**config.mk**
```make
export PLATFORM = sky130hd
export DESIGN_NAME = rv_shifter_seq
export DESIGN_NICKNAME = d
export VERILOG_FILES = /design/src/rtl/rv_shifter_seq.sv
export SDC_FILE = /design/constraint.sdc
export NUM_CORES = 1
export LEC_CHECK = 0
export BUFFER_PORTS_ARGS = -buffer_cell sky130_fd_sc_hd__buf_2
export CAP_MARGIN = 5
export CORE_ASPECT_RATIO = 1.1
export CORE_MARGIN = 2
export CORE_UTILIZATION = 55
export CTS_BUF_LIST = sky130_fd_sc_hd__clkbuf_4 sky130_fd_sc_hd__clkbuf_8
export CTS_CLUSTER_SIZE = 14
export DETAILED_ROUTE_END_ITERATION = 7
export PLACE_DENSITY = 0.81
export SLEW_MARGIN = 20
export SYNTH_ARGS = -nofsm -noshare
export SYNTH_HDL_FRONTEND = slang
export SYNTH_SLANG_ARGS = --single-unit
```
**constraint.sdc**
```tcl
create_clock -name clk_i -period 2.9 [get_ports clk_i]
set_clock_uncertainty 0.1 [all_clocks]
set_input_delay 0.58 -clock clk_i [delete_from_list [all_inputs] [get_ports clk_i]]
set_output_delay 0.58 -clock clk_i [all_outputs]
set_load 0.01 [all_outputs]
```
**src/rtl/rv_shifter_seq.sv**
```systemverilog
// rv_shifter_seq -- multi-cycle barrel-free shifter for the execute stage.
//
// Accepts a shift from decode, iterates it one bit per cycle (or four bits per
// cycle while at least four remain when RV_SHIFTER_SEQ_STEP4_EN is defined),
// holds the pipeline via x_stall_req_o while busy, and presents the result for
// as long as the execute stage is stalled.
//
// Build option:
//   RV_SHIFTER_SEQ_STEP4_EN  -- shift by 4 per cycle while count >= 4.
//
// Ports:
//   clk_i            clock, rising edge
//   rst_n_i          asynchronous active-low reset
//   x_stall_i        execute stage stalled (holds DONE)
//   w_stall_req_i    writeback stall request, blocks acceptance
//   d_valid_i        decode instruction valid
//   d_is_shift_i     decode instruction is a shift
//   d_rs1_i          operand
//   d_shamt_i        shift amount
//   d_fun_i          function code (FUNC_SL shifts left, anything else right)
//   d_shifter_sign_i arithmetic right shift when set
//   x_stall_req_o    stall request while the shift is in progress
//   x_rd_o           shift result (held outside DONE)
//   x_rd_valid_o     x_rd_o holds a completed result
module rv_shifter_seq (
  input  logic        clk_i,
  input  logic        rst_n_i,
  input  logic        x_stall_i,
  input  logic        w_stall_req_i,
  input  logic        d_valid_i,
  input  logic        d_is_shift_i,
  input  logic [31:0] d_rs1_i,
  input  logic [4:0]  d_shamt_i,
  input  logic [2:0]  d_fun_i,
  input  logic        d_shifter_sign_i,
  output logic        x_stall_req_o,
  output logic [31:0] x_rd_o,
  output logic        x_rd_valid_o
);

  // Function codes, same values as rv_defs.v (RISC-V funct3 for SLL / SRL-SRA).
  localparam logic [2:0] FUNC_SL = 3'b001;
  localparam logic [2:0] FUNC_SR = 3'b101;

  typedef enum logic [1:0] {
    IDLE  = 2'd0,
    SHIFT = 2'd1,
    DONE  = 2'd2
  } state_t;

  state_t      state_q, state_d;
  logic [31:0] work_q;
  logic [4:0]  cnt_q;
  logic        left_q;
  logic        fill_q;
  logic [31:0] rd_q;

  logic        req;
  logic        accept;
  logic        by4;
  logic [31:0] work_nxt;
  logic [4:0]  cnt_nxt;

  // One shift step of the working register; left shifts always fill with 0.
  function automatic logic [31:0] shift_step(input logic [31:0] v,
                                             input logic        left,
                                             input logic        fill,
                                             input logic        four);
    logic [31:0] r;
    if (left)
      r = four ? {v[27:0], 4'b0000} : {v[30:0], 1'b0};
    else
      r = four ? {{4{fill}}, v[31:4]} : {fill, v[31:1]};
    return r;
  endfunction

  assign req    = d_valid_i & d_is_shift_i & ~w_stall_req_i;
  assign accept = (state_q == IDLE) & req;

`ifdef RV_SHIFTER_SEQ_STEP4_EN
  assign by4 = (cnt_q >= 5'd4);
`else
  assign by4 = 1'b0;
`endif

  always_comb begin
    work_nxt = shift_step(work_q, left_q, fill_q, by4);
    cnt_nxt  = cnt_q - (by4 ? 5'd4 : 5'd1);
  end

  // State register
  always_ff @(posedge clk_i or negedge rst_n_i) begin
    if (!rst_n_i) state_q <= IDLE;
    else          state_q <= state_d;
  end

  // Next-state logic. DONE never re-accepts: decode still holds the
  // instruction that just completed until the stall is released.
  always_comb begin
    state_d = state_q;
    case (state_q)
      IDLE:    if (req) state_d = (d_shamt_i != 5'd0) ? SHIFT : DONE;
      SHIFT:   if (cnt_nxt == 5'd0) state_d = DONE;
      DONE:    if (!x_stall_i) state_d = IDLE;
      default: state_d = IDLE;
    endcase
  end

  // Output logic
  always_comb begin
    x_stall_req_o = 1'b0;
    x_rd_valid_o  = 1'b0;
    case (state_q)
      IDLE:    x_stall_req_o = req;
      SHIFT:   x_stall_req_o = 1'b1;
      DONE:    x_rd_valid_o  = 1'b1;
      default: ;
    endcase
  end

  // Datapath. The result register is written only on entry to DONE so that
  // x_rd_o keeps its previous value while a new operand is being shifted.
  always_ff @(posedge clk_i or negedge rst_n_i) begin
    if (!rst_n_i) begin
      work_q <= '0;
      cnt_q  <= '0;
      left_q <= 1'b0;
      fill_q <= 1'b0;
      rd_q   <= '0;
    end else if (accept) begin
      work_q <= d_rs1_i;
      cnt_q  <= d_shamt_i;
      left_q <= (d_fun_i == FUNC_SL);
      fill_q <= (d_fun_i == FUNC_SR) & d_shifter_sign_i & d_rs1_i[31];
      if (d_shamt_i == 5'd0) rd_q <= d_rs1_i;
    end else if (state_q == SHIFT) begin
      work_q <= work_nxt;
      cnt_q  <= cnt_nxt;
      if (cnt_nxt == 5'd0) rd_q <= work_nxt;
    end
  end

  assign x_rd_o = rd_q;

endmodule

```
# Word-level counts from Yosys, hierarchy flattened
# Index checks and enable logic that the tools add are counted.
dict set report totals {
  register_bits 73
  latchBits 0
  ramBits 0
  rom_bits 0
  input_bits 47
  out_inout_bits 34
  word_cells 45
  n_memories 0
}
dict set report classes {
  addsub 1
  n_mul 0
  div_mod_pow 0
  order_cmp 0
  eq_ne 8
  shifts 0
  muxes 16
  n_bitwise 6
  reduce_logical 8
}
# cell count
set ops {}
lappend ops {{32-bit two-way mux} 7}
lappend ops {{5-bit zero test} 2}
lappend ops {{5-bit two-way mux} 2}
lappend ops {{2-bit two-way mux} 4}
lappend ops {{2-bit != test, second input constant} 3}
lappend ops {{2-bit case mux with 3 select lines} 1}
lappend ops {{3-bit AND reduction} 2}
lappend ops {{1-bit bitwise AND} 5}
lappend ops {{5-bit nonzero test} 1}
lappend ops {{5-bit by 1-bit subtractor with 5-bit output, second input constant} 1}
lappend ops {{2-bit nonzero test} 2}
lappend ops {{3-bit by 1-bit == test with 1-bit output, second input constant} 1}
lappend ops {{3-bit == test, second input constant} 1}
lappend ops {{2-bit by 1-bit == test with 1-bit output, second input constant} 1}
lappend ops {{2-bit == test, second input constant} 1}
lappend ops {{2-bit zero test} 1}
lappend ops {{2-bit by 1-bit != test with 1-bit output, second input constant} 1}
lappend ops {{1-bit case mux with 2 select lines} 1}
lappend ops {{1-bit two-way mux} 1}
lappend ops {{1-bit NOT} 1}

# Longest topological paths before layout
dict set report depth {
  depth_word 5
  mapped_depth 8
  depth_no_buf 6
}

# Least setup slack after synthesis
# No wires, ideal clock.
dict set report synth_path {
  path_kind {input to register}
  start {in d_shamt_i[0]}
  end {reg rd_q[28], in the netlist x_rd_o[28]}
  setup_time_ps 132
  arrival_time_ps 2030
  required_ps 2668
  path_slack_ps 639
  cell_stages 6
  path_buffers 2
  cell_sequence {or4_4 > or4_4 > o21ai_2 > buf_6 > buf_6 > o221ai_2}
}
dict set report synth_between {
  elab_chain_cells 3
}
# element line_no
set synth_lines {}
lappend synth_lines {{start, declared} 33} ;# input logic [4:0] d_shamt_i,
lappend synth_lines {{5-bit zero test} 135} ;# if (d_shamt_i == 5'd0) rd_q <= d_rs1_i;
lappend synth_lines {{2-bit by 1-bit != test with 1-bit output (no line)} n/a}
lappend synth_lines {{3-bit AND reduction (no line)} n/a}
lappend synth_lines {{end signal, assigned} 135}
lappend synth_lines {{end signal, assigned} 139} ;# if (cnt_nxt == 5'd0) rd_q <= work_nxt;
lappend synth_lines {{end, declared} 56} ;# logic [31:0] rd_q;
# Every way passes these cells.
# A chain may end at the register's enable or synchronous reset.

# Worst setup path after layout
dict set report layout_path {
  start {reg state_q[0]}
  end {out x_stall_req_o}
}
dict set report layout_between {
  elab_chain_cells 2
  elab_cells_between_ends 3
  classes_between {1 x eq/ne; 1 x mux; 1 x reduce/logical}
}
# element line_no
set layout_lines {}
lappend layout_lines {{start, declared} 51} ;# state_t state_q, state_d;
lappend layout_lines {{start signal, assigned} 94} ;# else state_q <= state_d;
lappend layout_lines {{2-bit by 1-bit == test with 1-bit output / 2-bit zero test (equally long branches)} 113} ;# case (state_q)
lappend layout_lines {{1-bit case mux with 2 select lines (*)} 113}
lappend layout_lines {{end, declared} 36} ;# output logic x_stall_req_o,
# Mark *: on every way between the ends. The rest lies on a longest branch, timed or not.

==> results by group <==
Setup path
  – CP arrival: 1740 ps
  – Worst R2R Path Depth: 7
  – Critical Path RT: 2220 ps
  – RR Endpoint: x_rd_o[1]$_DFFE_PN0P_
  – Crit. End Element: primary output
  – Worst Setup EP: x_stall_req_o
  – Worst r2r src: cnt_q[0]$_DFFE_PN0P_
  – Crit path from: state_q[0]$_DFFE_PN0P_
  – Startpoint type of the worst setup path: flip-flop
  – Crit path kind: flip-flop to primary output
  – Internal reg-to-reg setup slack: 540 ps
  – CP Max Fanout: 10

Status
  – Status: completed

Logic synthesis
  – Number of synthesized flops with an enable pin: 0
  – Post-Syn Instances: ~390
  – Syn_nets: 437
  – Synth warn: 0
  – Ys flop type: dfrtp_1
  – Area of the mapped netlist: 3953 um^2
  – Synth unique cells: 38
  – Syn Area/Cell: 10.19 um^2
  – Sequential fraction of the synthesis area: 0.4622
  – Seq cells post-synth: 73
  – Fraction of registers with async set/reset: 1.000

STA
  – Relative slew slack: 0.5546
  – Final Hold Vio Count: 0
  – Post-layout min period: 2420 ps
  – RSZ-0062 raised after global routing: no
  – Slew Limit Fails: 0
  – Upper clock frequency limit: 413.2 MHz
  – Final setup viols: 0
  – Final TNS setup: 0 ps
  – Worst Tran Pin Value: between 600 and 700 ps
  – Final period util: 0.8346

Power
  – Power density over cell area: 1074 nW/um^2
  – Comb power frac: 0.438
  – Net Switching: 1.926 mW
  – Sequential share of power: 0.383
  – Peak VDD IR: 0.5311 mV
  – Clk pwr share: 0.180
  – Pleak: roughly 2.1 nW
  – Internal power: 3.092 mW
  – Sw Share: 0.3838

Finish
  – Ant. Diodes: 0
  – Fillcell total: 535
  – Fraction of layout cells with a size suffix above 1: 0.3412
  – Fin nets: 513
  – Synth-to-Final Area Change: 18.27%
  – Layout Utilization: 0.6671

CTS
  – Worst-path clk slew: 80 ps
  – CTS sink count: 73
  – Clk Latency, worst-skew pair: between 300 and 400 ps
  – CTS tree: built
  – Clock root buffer: clkbuf_8
  – CTS H-tree depth: 3
  – CTS buffer count: 9
  – Worst-case clock buffer depth: 2
  – Post-CTS sizing: 0
  – Post-CTS Setup Bufs: 0
  – Cts hold-fix bufs: 0

Placement
  – IO Port Bufs: 80
  – Post-DP HPWL: 6.650 mm
  – Placer Congestion: 0.8459

Die
  – Die extent in y: 92.91 um
  – DIE AREA: ~7900 um^2
  – Row cnt: 32
  – Die Span X: 84.83 um
  – Core Area: roughly 7000 um^2
  – Initial Utilization: 0.5641
  – Top Ports: 81

Route
  – Initial DRC Count: 202
  – Vias: 3384
  – Number of remaining DRC errors: 0
  – Vias/cell: 6.108
  – Pre-antenna DRT Iters: 4
  – DR WL/cell: 17.05 um
  – Post-Route WL: 9.448 mm
  – ANT nets after route: 0

GRT
  – Vias in the first global route: between 3000 and 4000
  – Initial antenna violation count: 0
  – Grt total ovfl: 0
  – Largest net degree at the start of global routing: 32
  – First-pass GRT wire length: 15.93 mm
  – Gr usage total: 0.2542

Run
  – Maxcap violations: 0

Worst hold path
  – Worst hold path class: input port to async pin
==> cell usage after synthesis, drive strengths merged (2+ instances only) <==
library cell  number  area share
o221ai            29       0.080
a21oi              4      0.0051
mux2i             31       0.079
nor3               2      0.0025
o21a               2      0.0038
nand2b             4      0.0063
dfrtp             73        0.46
mux2              32       0.091
nand3             30       0.038
ha                 2      0.0063
or4                2      0.0057
o311ai             2      0.0044
nor2b              2      0.0032
o41ai              2      0.0044
nor2               9      0.0085
a22oi              2      0.0038
clkbuf            18       0.017
o31ai              2      0.0038
nand3b             2      0.0038
inv               34       0.032
nand2             40       0.038
buf               10       0.016
or2                2      0.0032
o21ai             38       0.049
o211a              3      0.0076
a221o              3      0.0076
==> critical path, cell delays in order (launching register included) <==
cell	delay [ps]
dfrtp_1	540
inv_1	110
a21o_1	260
inv_1	280
buf_2	200
==> state kept, by name, summed over array words and instances, names as in the netlist <==
register / flops
state_q: 2
x_rd_o: 32
fill_q: 1
cnt_q: 5
work_q: 32
left_q: 1
==> layout make-up <==
type	instances	area [um^2]	area share
clock buffer	10	137.6	0.02944
clock inverter	6	88.84	0.01900
inverter	34	127.6	0.02730
multi-input combinational	253	1876	0.4012
sequential	73	1828	0.3911
tap	85	106.4	0.02275
timing repair buffer	93	510.5	0.1092
==> kinds of logic (layout without fill, tap and decap cells) <==
kind of cell | Yosys count | in the layout | share of synthesized area
compound gates | 92 | 92 | 0.1801
fa+ha+maj | 2 | 2 | 0.006330
buf+inv | 62 | 143 | 0.06489
flops | 73 | 73 | 0.4622
mux | 63 | 63 | 0.1697
simple gates | 96 | 96 | 0.1168
==> how the worst min path moves through the flow <==
stage | to | depth (start not counted)
floorplan | cnt_q[0]$_DFFE_PN0P_ | 0
global placement | fill_q$_DFFE_PN0P_ | 2
detailed placement | fill_q$_DFFE_PN0P_ | 2
CTS | x_rd_o[23]$_DFFE_PN0P_ | 1
global route | x_rd_o[23]$_DFFE_PN0P_ | 1
finish | x_rd_o[23]$_DFFE_PN0P_ | 1
==> power groups by stage <==
stage / Clock [mW] / Sequential [mW] / Combinational (mW)
after floorplan: 0 / 1.88 / 1.54
after global placement: 0 / 1.90 / 2.11
after detailed placement: 0 / 1.92 / 2.19
after CTS: 0.920 / 1.91 / 2.21
after global routing: 0.967 / 1.97 / 2.44
final: 0.902 / 1.92 / 2.20
==> routing by layer <==
layer | GRT usage | vias to the layer above | share of wire
met2 | 0.4245 | 136 | 0.51
met4 | 0.1085 | 0 | 0.017
met3 | 0.04011 | 18 | 0.052
met1 | 0.3285 | 1665 | 0.42
met5 | 0 | - | 0
li1 | - | 1565 | -
==> cell usage in the layout (no fill, tap or decap), types with 3 or more instances in the layout <==
cell      count
buf_2        80
dfrtp_1      72
nand2_1      40
o21ai_0      37
inv_1        34
mux2_2       32
mux2i_1      31
nand3_1      30
o221ai_1     19
buf_4        12
o221ai_2     10
clkbuf_8     10
nor2_1        9
nand2b_1      4
a21oi_1       4
o211a_1       3
a221o_1       3
==> metrics by stage <==
stage / power, mW / setup slack, ps / hold WS, ps / instance area (um^2) / std cells
after global placement: 4.005 / 449.2 / 366.0 / 4448 / 538
final: 5.018 / 479.7 / 150.3 / 4674 / 554
after floorplan: 3.426 / 638.6 / 184.4 / 3953 / 388
after CTS: 5.034 / 470.1 / 157.6 / 4674 / 554
after global routing: 5.376 / 339.8 / 204.4 / 4674 / 554
after detailed placement: 4.115 / 394.9 / 376.1 / 4448 / 538
Note: power is estimated with default switching activity, not from simulation.
